`src/rtl/imsic_pkg.sv`:
```
// Shared definitions for the IMSIC MSI delivery slice: info-word layout,
// arbiter FSM encoding and counter width.
package imsic_pkg;

   // MSI info word is {hart, file, src}
   localparam int SRC_W  = 11;
   localparam int FILE_W = 1;
   localparam int HART_W = 5;
   localparam int INFO_W = HART_W + FILE_W + SRC_W;

   localparam int SRC_LSB  = 0;
   localparam int FILE_LSB = SRC_LSB + SRC_W;
   localparam int HART_LSB = FILE_LSB + FILE_W;

   localparam int CNT_W = 4;

   localparam logic [1:0] IDLE = 2'd0;
   localparam logic [1:0] HOLD = 2'd1;
   localparam logic [1:0] GAP  = 2'd2;

endpackage

```
`src/rtl/imsic_rr_arb.sv`:
```
// Rotating-priority picker: first set request at or above i_ptr, wrapping.
// Purely combinational; o_gnt is one-hot (zero when nothing requests).
module imsic_rr_arb #(
   parameter int NR_REQ = 4,
   parameter int IDX_W  = $clog2(NR_REQ)
) (
   input  logic [NR_REQ-1:0] i_req,
   input  logic [IDX_W-1:0]  i_ptr,
   output logic [NR_REQ-1:0] o_gnt,
   output logic [IDX_W-1:0]  o_idx
);

   logic [2*NR_REQ-1:0] w_dbl;
   logic [NR_REQ-1:0]   w_rot;
   logic [IDX_W-1:0]    w_off;
   logic [IDX_W:0]      w_sum;
   logic [IDX_W:0]      w_wrap;

   // Rotate so i_ptr lands on bit 0, pick the lowest offset, rotate back
   always_comb begin
      w_dbl = {i_req, i_req} >> i_ptr;
      w_rot = w_dbl[NR_REQ-1:0];
      w_off = {IDX_W{1'b0}};
      for (int k = NR_REQ - 1; k >= 0; k--) begin
         w_off = w_rot[k] ? IDX_W'(k) : w_off;
      end
      w_sum  = {1'b0, i_ptr} + {1'b0, w_off};
      w_wrap = (w_sum >= (IDX_W+1)'(NR_REQ)) ? (w_sum - (IDX_W+1)'(NR_REQ)) : w_sum;
      o_idx  = w_wrap[IDX_W-1:0];
      o_gnt  = (|i_req) ? (NR_REQ'(1) << o_idx) : {NR_REQ{1'b0}};
   end

endmodule

```
`src/rtl/imsic_msi_arbiter.sv`:
```
// Shares the single MSI-info delivery channel among NR_REQ requesters:
// round-robin grant, one message in flight, fixed vld hold window plus guard gap.
module imsic_msi_arbiter
   import imsic_pkg::*;
#(
   parameter int NR_REQ      = 4,
   parameter int INFO_WIDTH  = INFO_W,
   parameter int KEEP_CYCLES = 8,
   parameter int GAP_CYCLES  = 2
) (
   input  logic                         clk,
   input  logic                         rstn,
   input  logic [NR_REQ-1:0]            req_vld,
   input  logic [NR_REQ*INFO_WIDTH-1:0] req_info,
   output logic [NR_REQ-1:0]            req_rdy,
   output logic [INFO_WIDTH-1:0]        o_msi_info,
   output logic                         o_msi_info_vld,
   output logic [$clog2(NR_REQ)-1:0]    o_grant_id,
   output logic                         o_busy
);

   localparam int IDX_W = $clog2(NR_REQ);
   localparam logic [CNT_W-1:0] KEEP_LAST = CNT_W'(KEEP_CYCLES - 1);
   localparam logic [CNT_W-1:0] GAP_LAST  = (GAP_CYCLES == 0) ? {CNT_W{1'b0}} : CNT_W'(GAP_CYCLES - 1);

   if (NR_REQ < 2 || KEEP_CYCLES < 2 || KEEP_CYCLES > 15 || GAP_CYCLES < 0 || GAP_CYCLES > 15) begin : g_param_err
      $error("imsic_msi_arbiter: NR_REQ/KEEP_CYCLES/GAP_CYCLES out of range");
   end

   logic [1:0]            r_state;
   logic [CNT_W-1:0]      r_cnt;
   logic [IDX_W-1:0]      r_ptr;
   logic [INFO_WIDTH-1:0] r_info;
   logic                  r_vld;
   logic [IDX_W-1:0]      r_gid;
   logic                  r_busy;

   logic [NR_REQ-1:0]     w_gnt;
   logic [IDX_W-1:0]      w_idx;
   logic [INFO_WIDTH-1:0] w_info;
   logic                  w_accept;
   logic [IDX_W-1:0]      w_ptr_nxt;

   imsic_rr_arb #(
      .NR_REQ (NR_REQ),
      .IDX_W  (IDX_W)
   ) u_rr_arb (
      .i_req (req_vld),
      .i_ptr (r_ptr),
      .o_gnt (w_gnt),
      .o_idx (w_idx)
   );

   assign w_accept  = (r_state == IDLE) && (|req_vld);
   assign w_info    = req_info[int'(w_idx)*INFO_WIDTH +: INFO_WIDTH];
   assign w_ptr_nxt = (w_idx == IDX_W'(NR_REQ - 1)) ? {IDX_W{1'b0}} : (w_idx + IDX_W'(1));

   // Ready is forced low while reset is held so nothing is accepted into a dead FSM
   assign req_rdy = (w_accept && rstn) ? w_gnt : {NR_REQ{1'b0}};

   // Delivery FSM: IDLE grants, HOLD drives vld for KEEP_CYCLES, GAP keeps vld low
   always_ff @(posedge clk or negedge rstn) begin
      if (!rstn) begin
         r_state <= IDLE;
         r_cnt   <= {CNT_W{1'b0}};
         r_ptr   <= {IDX_W{1'b0}};
         r_info  <= {INFO_WIDTH{1'b0}};
         r_vld   <= 1'b0;
         r_gid   <= {IDX_W{1'b0}};
         r_busy  <= 1'b0;
      end else begin
         case (r_state)
            IDLE: begin
               if (w_accept) begin
                  r_info  <= w_info;
                  r_gid   <= w_idx;
                  r_ptr   <= w_ptr_nxt;
                  r_cnt   <= {CNT_W{1'b0}};
                  r_vld   <= 1'b1;
                  r_busy  <= 1'b1;
                  r_state <= HOLD;
               end
            end
            HOLD: begin
               if (r_cnt == KEEP_LAST) begin
                  r_cnt <= {CNT_W{1'b0}};
                  r_vld <= 1'b0;
                  if (GAP_CYCLES == 0) begin
                     r_state <= IDLE;
                     r_busy  <= 1'b0;
                  end else begin
                     r_state <= GAP;
                  end
               end else begin
                  r_cnt <= r_cnt + CNT_W'(1);
               end
            end
            GAP: begin
               if (r_cnt == GAP_LAST) begin
                  r_cnt   <= {CNT_W{1'b0}};
                  r_state <= IDLE;
                  r_busy  <= 1'b0;
               end else begin
                  r_cnt <= r_cnt + CNT_W'(1);
               end
            end
            default: begin
               r_state <= IDLE;
               r_cnt   <= {CNT_W{1'b0}};
               r_vld   <= 1'b0;
               r_busy  <= 1'b0;
            end
         endcase
      end
   end

   assign o_msi_info     = r_info;
   assign o_msi_info_vld = r_vld;
   assign o_grant_id     = r_gid;
   assign o_busy         = r_busy;

endmodule

```
`config.mk`:
```
export PLATFORM = sky130hd
export DESIGN_NAME = imsic_msi_arbiter
export DESIGN_NICKNAME = d
export VERILOG_FILES = /design/src/rtl/imsic_pkg.sv /design/src/rtl/imsic_rr_arb.sv /design/src/rtl/imsic_msi_arbiter.sv
export SDC_FILE = /design/constraint.sdc
export NUM_CORES = 1
export LEC_CHECK = 0
export ABC_AREA = 1
export BUFFER_PORTS_ARGS = -buffer_cell sky130_fd_sc_hd__buf_4
export CAP_MARGIN = 5
export CORE_UTILIZATION = 45
export DETAILED_ROUTE_END_ITERATION = 7
export PLACE_DENSITY = 0.84
export SLEW_MARGIN = 20
export SYNTH_ARGS = -nofsm -noshare
export SYNTH_HDL_FRONTEND = slang
export SYNTH_SLANG_ARGS = --single-unit
export TNS_END_PERCENT = 1
```
`constraint.sdc`:
```
create_clock -name clk -period 2.92 [get_ports clk]
set_input_delay 0.146 -clock clk [delete_from_list [all_inputs] [get_ports clk]]
set_output_delay 0.146 -clock clk [all_outputs]
set_load 0.01 [all_outputs]
```
==> results by group, run 1 <==
Drt
  • Pre-antenna DRT Iters: 4
  • Via count: about 2200
  • Via/cell ratio: 5.25
  • Initial DRC count: roughly 140
  • Final wirelength: 5.66 mm
  • Routed Antenna Nets: 0
  • DRC: 0
  • Routed len/inst: ~14 µm

Outcome
  • Outcome: complete, no violations

Synthesis
  • Syn_area_per_cell: 7.99 µm²
  • Synth area leader: dfrtp_1
  • Post-synthesis sequential area ratio: 35.5%
  • Netlist Area Pre-Place: 2050 µm²
  • Yosys warns: 0
  • Dominant cells by area after synthesis: dfrtp_1 (35%), mux2i_1 (17%), nand2_1 (14%), nand3_1 (11%), ha_1 (4.9%)
  • Synthesized netlist cell count: about 260
  • Synth unique cells: 28
  • Top-area cell type share of the netlist area: ~35%
  • Most common flop cell mapped by yosys: dfrtp_1
  • Number of synthesized register bits: 29
  • Post-synth EDFFs: 0
  • Net Count, Synth: ~340
  • Post-synth ARST share: 100%

Power
  • Pwr dens: 1310 nW/µm²
  • Int Pwr: 2.00 mW
  • Pleak: roughly 1.6 nW
  • Maximum vdd drop: ~0.75 mV
  • Seq pwr share: between 10% and 20%
  • Sw Ratio: roughly 48%
  • Psw: approximately 1.9 mW
  • Clock power frac: about a tenth
  • Logic gate share of total power: between 70% and 80%

Global route
  • Overall global routing resource usage: about a quarter
  • Vias in the first global route: about 2200
  • Met1 Use GR: 28.6%
  • First-pass GRT wire length: approximately 9.7 mm
  • Met2 Use GR: approximately 43%
  • Largest net degree at the start of global routing: 31
  • Initial antenna violation count: 0
  • Overflow after GRT: 0
  • Met3 Usage GRT: under 10%
  • Busiest metal layer after global routing: met2

Worst setup path
  • CP max FO: 21
  • Crit path DAT: ~2600 ps
  • CP cell instances: inv_2, nand3_1, nand2_1, nand3_1, a21boi_0, ha_2, xor2_2, inv_2, nand3_4, nand2_8, ha_1, inv_1, nor2_1, buf_4
  • Type of the worst setup path: reg -> out
  • Endpoint class of the critical path: output port
  • Critical Path RT: between 2000 and 3000 ps
  • CP startpoint kind: register
  • Slowest-stage cell, CP: dfrtp_1
  • R2R Setup Slk: 520 ps
  • Crit path largest cell delay: around 480 ps

Cells and area
  • Area grow syn2layout: 44.0%
  • Ant diodes: 0
  • Share of cells above drive strength 1: a little over a third
  • Final nets: between 400 and 500
  • Commonest non-fill, non-tap cell in the layout: buf_4
  • Fillers: 376
  • Most frequent cells in the layout: buf_4 (104), nand2_1 (77), nand3_1 (45)

STA
  • Endpoints failing setup: 0
  • Worst hold margin: 197 ps
  • Setup_tns: 0 ps
  • Worst relative slew slack: 59.3%
  • Minimum period implied by the final worst setup slack: 2710 ps
  • Clock Skew: approximately 6.1 ps
  • Final worst path period share: between 90% and 100%
  • Fin. max-slew vios: 0
  • Fmax: 369 MHz
  • Slew @ Worst Pin: a little over 600 ps
  • Final hold violations: 0
  • RSZ-0062 raised after global routing: no

CTS
  • CTS HTree Levels: 2
  • TritonCTS clock tree: yes
  • Worst-path clk slew: about 60 ps
  • Num CTS Buffers: 5
  • CTS root buf: clkbuf_8
  • Clock Latency Late Sink: roughly 280 ps
  • Clock Path Buffers: 2
  • Clock sink count: 29

Placement
  • Detailed Place HPWL: approximately 4.3 mm
  • Final GP Congestion: ~0.86
  • # port buffers: 98

Run
  • Max-cap viol count: 0

Floorplanning
  • I/O Pins: between 90 and 100
  • Initial Util: a little under half
  • Core area: 4350 µm²
  • Full die area: 4820 µm²
  • Row cnt: 24
  • Die Width: between 60 and 70 µm
  • Die height: around 69 µm

Worst hold path
  • Worst Hold Class: in -> reg
-- path summary, 6_finish.rpt --
| path | end | from | cells after the start |
|---|---|---|---|
| max in group asynchronous | r_ptr[0] | rstn | 2 |
| min reg2reg | o_msi_info[0] | o_msi_info[0] | 2 |
| min | o_msi_info[10] | req_info[44] | 5 |
| max | req_rdy[3] | r_ptr[1] | 14 |
| max reg2reg | r_ptr[1] | r_ptr[1] | 13 |
| min in group asynchronous | r_cnt[2] | rstn | 2 |
-- worst max-delay path: cells and delay by family (launching register included) --
kind	cells	cell delay [ps]
AOI/OAI and AO/OA	1	190
DFF	1	480
buffers and inverters	4	410
and+or+nand+nor	6	520
xor gates and xnor gates	1	220
adders and majority gates	2	450
-- synth_stat cells (all sizes together) (7+ instances only) --
library cell,number
dfrtp,29
mux2i,34
ha,8
nand2,81
inv,15
buf,9
nand3,46
o21ai,7
nor2,11
-- cell families after synthesis --
group | synth area share, %
flops | 35.5
compound gates | 4.22
fa+ha+maj | 4.89
simple gates | 31.2
mux | 16.6
buf+inv | 6.36
xor+xnor | 1.22
-- registers in the layout, summed over array words and instances, names as in the netlist --
name and cells:
o_busy 1, r_cnt 4, o_grant_id 2, r_state 2
r_ptr 2, o_msi_info 17, o_msi_info_vld 1
-- layer usage --
metal  up-vias  part of all wire [%]
li1       1056                     -
met1       989                    39
met2        90                    52
met3        17                   5.9
met4         0                   3.0
met5         -                     0
-- repair_timing --
item,CTS,global route
pin swaps,1,2
buffers inserted,0,2
hold buffers,1,0
endpoints found under the hold margin,29,0
setup endpoints to repair,2,2
gates resized for setup,1,1
-- power by group through the flow --
| stage | Clock, mW | Combinational [mW] | Sequential [mW] |
|---|---|---|---|
| 5_1_grt | 0.395 | 3.10 | 0.761 |
| 3_3_place_gp | 0 | 2.60 | 0.732 |
| 6_report | 0.366 | 2.76 | 0.736 |
| 3_5_place_dp | 0 | 2.70 | 0.737 |
| 4_1_cts | 0.375 | 2.74 | 0.735 |
| 2_1_floorplan | 0 | 1.98 | 0.789 |
-- cell type report --
type	instances	area, µm²	share of cell area [%]
Timing Repair Buffer	105	791	26.8
Clock buffer	7	96.3	3.27
Inverter	16	60.1	2.04
Tap cell	52	65.1	2.21
Sequential cell	29	727	24.7
Clock inverter	1	5.00	0.170
Multi-Input combinational cell	200	1200	40.8
-- stage by stage --
stage / instances / instance area, µm² / utilization (%) / total power, mW / worst slack (ps)
floorplan: 256 / 2050 / - / 2.77 / 676
global placement: 399 / 2810 / 64.5 / 3.33 / 416
detailed placement: 399 / 2810 / 64.5 / 3.43 / 246
CTS: 408 / 2930 / 67.3 / 3.85 / 17.6
global route: 410 / 2950 / 67.6 / 4.25 / 35.8
finish: 410 / 2950 / 67.6 / 3.86 / 210
Power figures use the tool's default switching activity.
==> inputs of run 2 (changes only) <==
--- a/config.mk
+++ b/config.mk
@@ -8,6 +8,7 @@
 export ABC_AREA = 1
 export BUFFER_PORTS_ARGS = -buffer_cell sky130_fd_sc_hd__buf_4
 export CAP_MARGIN = 5
+export CORE_MARGIN = 3
 export CORE_UTILIZATION = 45
 export DETAILED_ROUTE_END_ITERATION = 7
 export PLACE_DENSITY = 0.84
==> run 2 against run 1 <==
Net effect: global-route usage fell by 3.3 points; first-iteration DRC count rose by 19%; hold slack improved by 3.9 ps.
==> results by group, run 2 (synthesis gave the netlist of run 1 again) <==
Run
  • Max-cap viol count: 0

STA
  • Fin. max-slew vios: 0
  • Worst hold margin: around 200 ps
  • Worst relative slew slack: between 60% and 70%
  • Final hold violations: 0
  • PnR worst setup slack: 128 ps
  • Final worst path period share: 95.6%
  • Minimum period implied by the final worst setup slack: ~2800 ps
  • Endpoints failing setup: 0
  • Clock Skew: ~7 ps
  • Fmax: approximately 360 MHz
  • Slew @ Worst Pin: 557 ps

Worst hold path
  • Critical hold path startpoint: req_info[39]
  • Worst Hold Class: in -> reg
  • Hold-critical path depth: 5
  • Min-Delay Endpoint: o_msi_info[5]

Global route
  • Overflow after GRT: 0
  • Vias in the first global route: approximately 2000
  • Largest net degree at the start of global routing: 31
  • First-pass GRT wire length: ~9 mm
  • Initial antenna violation count: 0
  • Overall global routing resource usage: 21.7%

Cells and area
  • Commonest non-fill, non-tap cell in the layout: buf_4
  • Area grow syn2layout: 44.5%
  • Fillers: ~350
  • Share of cells above drive strength 1: 34.8%
  • Number of flip-flops in the largest register: 17
  • Final instance count without filler cells: 406
  • Most frequent cells in the layout: buf_4 (100), nand2_1 (77), nand3_1 (45)
  • Area of the multi-input gates: ~1200 µm²
  • Final nets: about 440
  • Register Area: between 700 and 800 µm²
  • Ant diodes: 0

Power
  • Maximum vdd drop: around 0.64 mV
  • Pleak: around 1.6 nW
  • Pwr dens: 1340 nW/µm²
  • Total power: slightly below 4 mW

Placement
  • Final GP Congestion: 0.803
  • Detailed Place HPWL: ~4.2 mm
  • Placed Cells: 395
  • Worst setup slack after placement: 282 ps
  • # port buffers: 98

Worst setup path
  • Crit path largest cell delay: 510 ps
  • Reg2reg path depth: 13
  • Top Family by Delay on Critical Path: simple AND/OR/NAND/NOR gates
  • CP startpoint kind: register
  • CP dominant cell by count: nand3_1
  • Buf/Inv on CP: 3
  • Worst r2r src: r_ptr[1]
  • Worst reg2reg path endpoint: r_ptr[1]
  • Type of the worst setup path: reg -> out
  • R2R Setup Slk: roughly 470 ps
  • Critical Path RT: 2770 ps
  • CP cell instances: inv_2, nand3_1, nand2_1, nand3_1, a21boi_1, ha_4, xor2_4, nand2_4, nand2_8, ha_1, inv_1, nor2_1, buf_4
  • Slowest-stage cell, CP: dfrtp_1
  • Endpoint class of the critical path: output port
  • CP max FO: 11
  • Crit path DAT: 2650 ps

Drt
  • Routed len/inst: approximately 15 µm
  • Metal-1 WL: around 2.3 mm
  • DRC: 0
  • Via count: about 2200
  • Initial DRC count: around 160
  • Via/cell ratio: approximately 5.3
  • WL met2: around 2.9 mm
  • Final wirelength: 5.89 mm
  • Routed Antenna Nets: 0
  • Met3 routed WL: roughly 490 µm
  • Pre-antenna DRT Iters: 4
  • Top routing layer in use: met4

CTS
  • Clock Latency Late Sink: around 280 ps
  • Num CTS Buffers: 5
  • Worst-path clk slew: around 60 ps
  • TritonCTS clock tree: yes
  • Clock sink count: 29
  • CTS HTree Levels: 2
  • CTS root buf: clkbuf_8
  • Clock Path Buffers: 2

Floorplanning
  • Core area: around 4200 µm²
  • Die height: roughly 73 µm
  • Die Width: around 73 µm
  • Full die area: roughly 5400 µm²
  • I/O Pins: 99
  • Initial Util: about half
  • Row cnt: 23

Outcome
  • Outcome: complete, no violations
==> run 2: cell types whose count changed in the layout (fill, tap and decap cells not counted), sizes merged <==
cell and change:
clkinv -1, nand2 +2, buf -3
==> run 2: worst max-delay path by stage <==
stage / from / to / slack (ps) / cells after the start
after floorplan: r_ptr[0] / r_ptr[1] / 680 / 15
after global routing: r_ptr[1] / req_rdy[3] / -50 / 13
after CTS: r_ptr[0] / req_rdy[3] / 10 / 15
after global placement: r_ptr[1] / req_rdy[3] / 410 / 14
after detailed placement: r_ptr[0] / req_rdy[3] / 280 / 15
final: r_ptr[1] / req_rdy[3] / 130 / 13
==> run 2: worst register-to-register path, stage by stage, from the launching register on <==
cell,delay [ps]
dfrtp_1,510
inv_2,160
nand3_1,100
nand2_1,110
nand3_1,90
a21boi_1,210
ha_4,190
xor2_4,240
inv_2,70
nand3_4,120
nand2_8,110
ha_1,310
nand2_1,60
o21ai_0,70
==> run 2: stage by stage <==
step	area (µm²)	TNS, ps	utilization, %
4_1_cts	2910	0	69.2
5_1_grt	2960	-52.0	70.4
6_report	2960	0	70.4
2_1_floorplan	2050	0	-
3_5_place_dp	2800	0	66.7
3_3_place_gp	2800	0	66.7
==> run 2: routing by layer <==
metal	vias up	global-route usage, %
li1	1055	-
met1	994	24.4
met2	91	38.8
met3	17	6.84
met4	0	6.44
met5	-	0
==> run 2: layout make-up <==
class	count	share of cell area, %
clock buffers	7	2.92
inverters	16	2.03
multi-input cells	202	41.9
flip-flops and latches	29	24.6
well taps	50	2.12
repair buffers	102	26.4
==> run 2: report_power, final <==
group / total (mW) / switching [mW] / leakage (nW) / internal, mW
clock: 0.332 / 0.146 / 0.0443 / 0.187
combinational: 2.89 / 1.64 / 1.18 / 1.24
sequential: 0.748 / 0.142 / 0.355 / 0.606
==> run 2: what timing repair did <==
item,CTS,global route
endpoints found under the hold margin,29,0
gates cloned,0,2
setup buffers,0,1
endpoints found under the setup margin,2,2
pin swaps,0,3
hold buffers,1,0
resized for setup,1,4
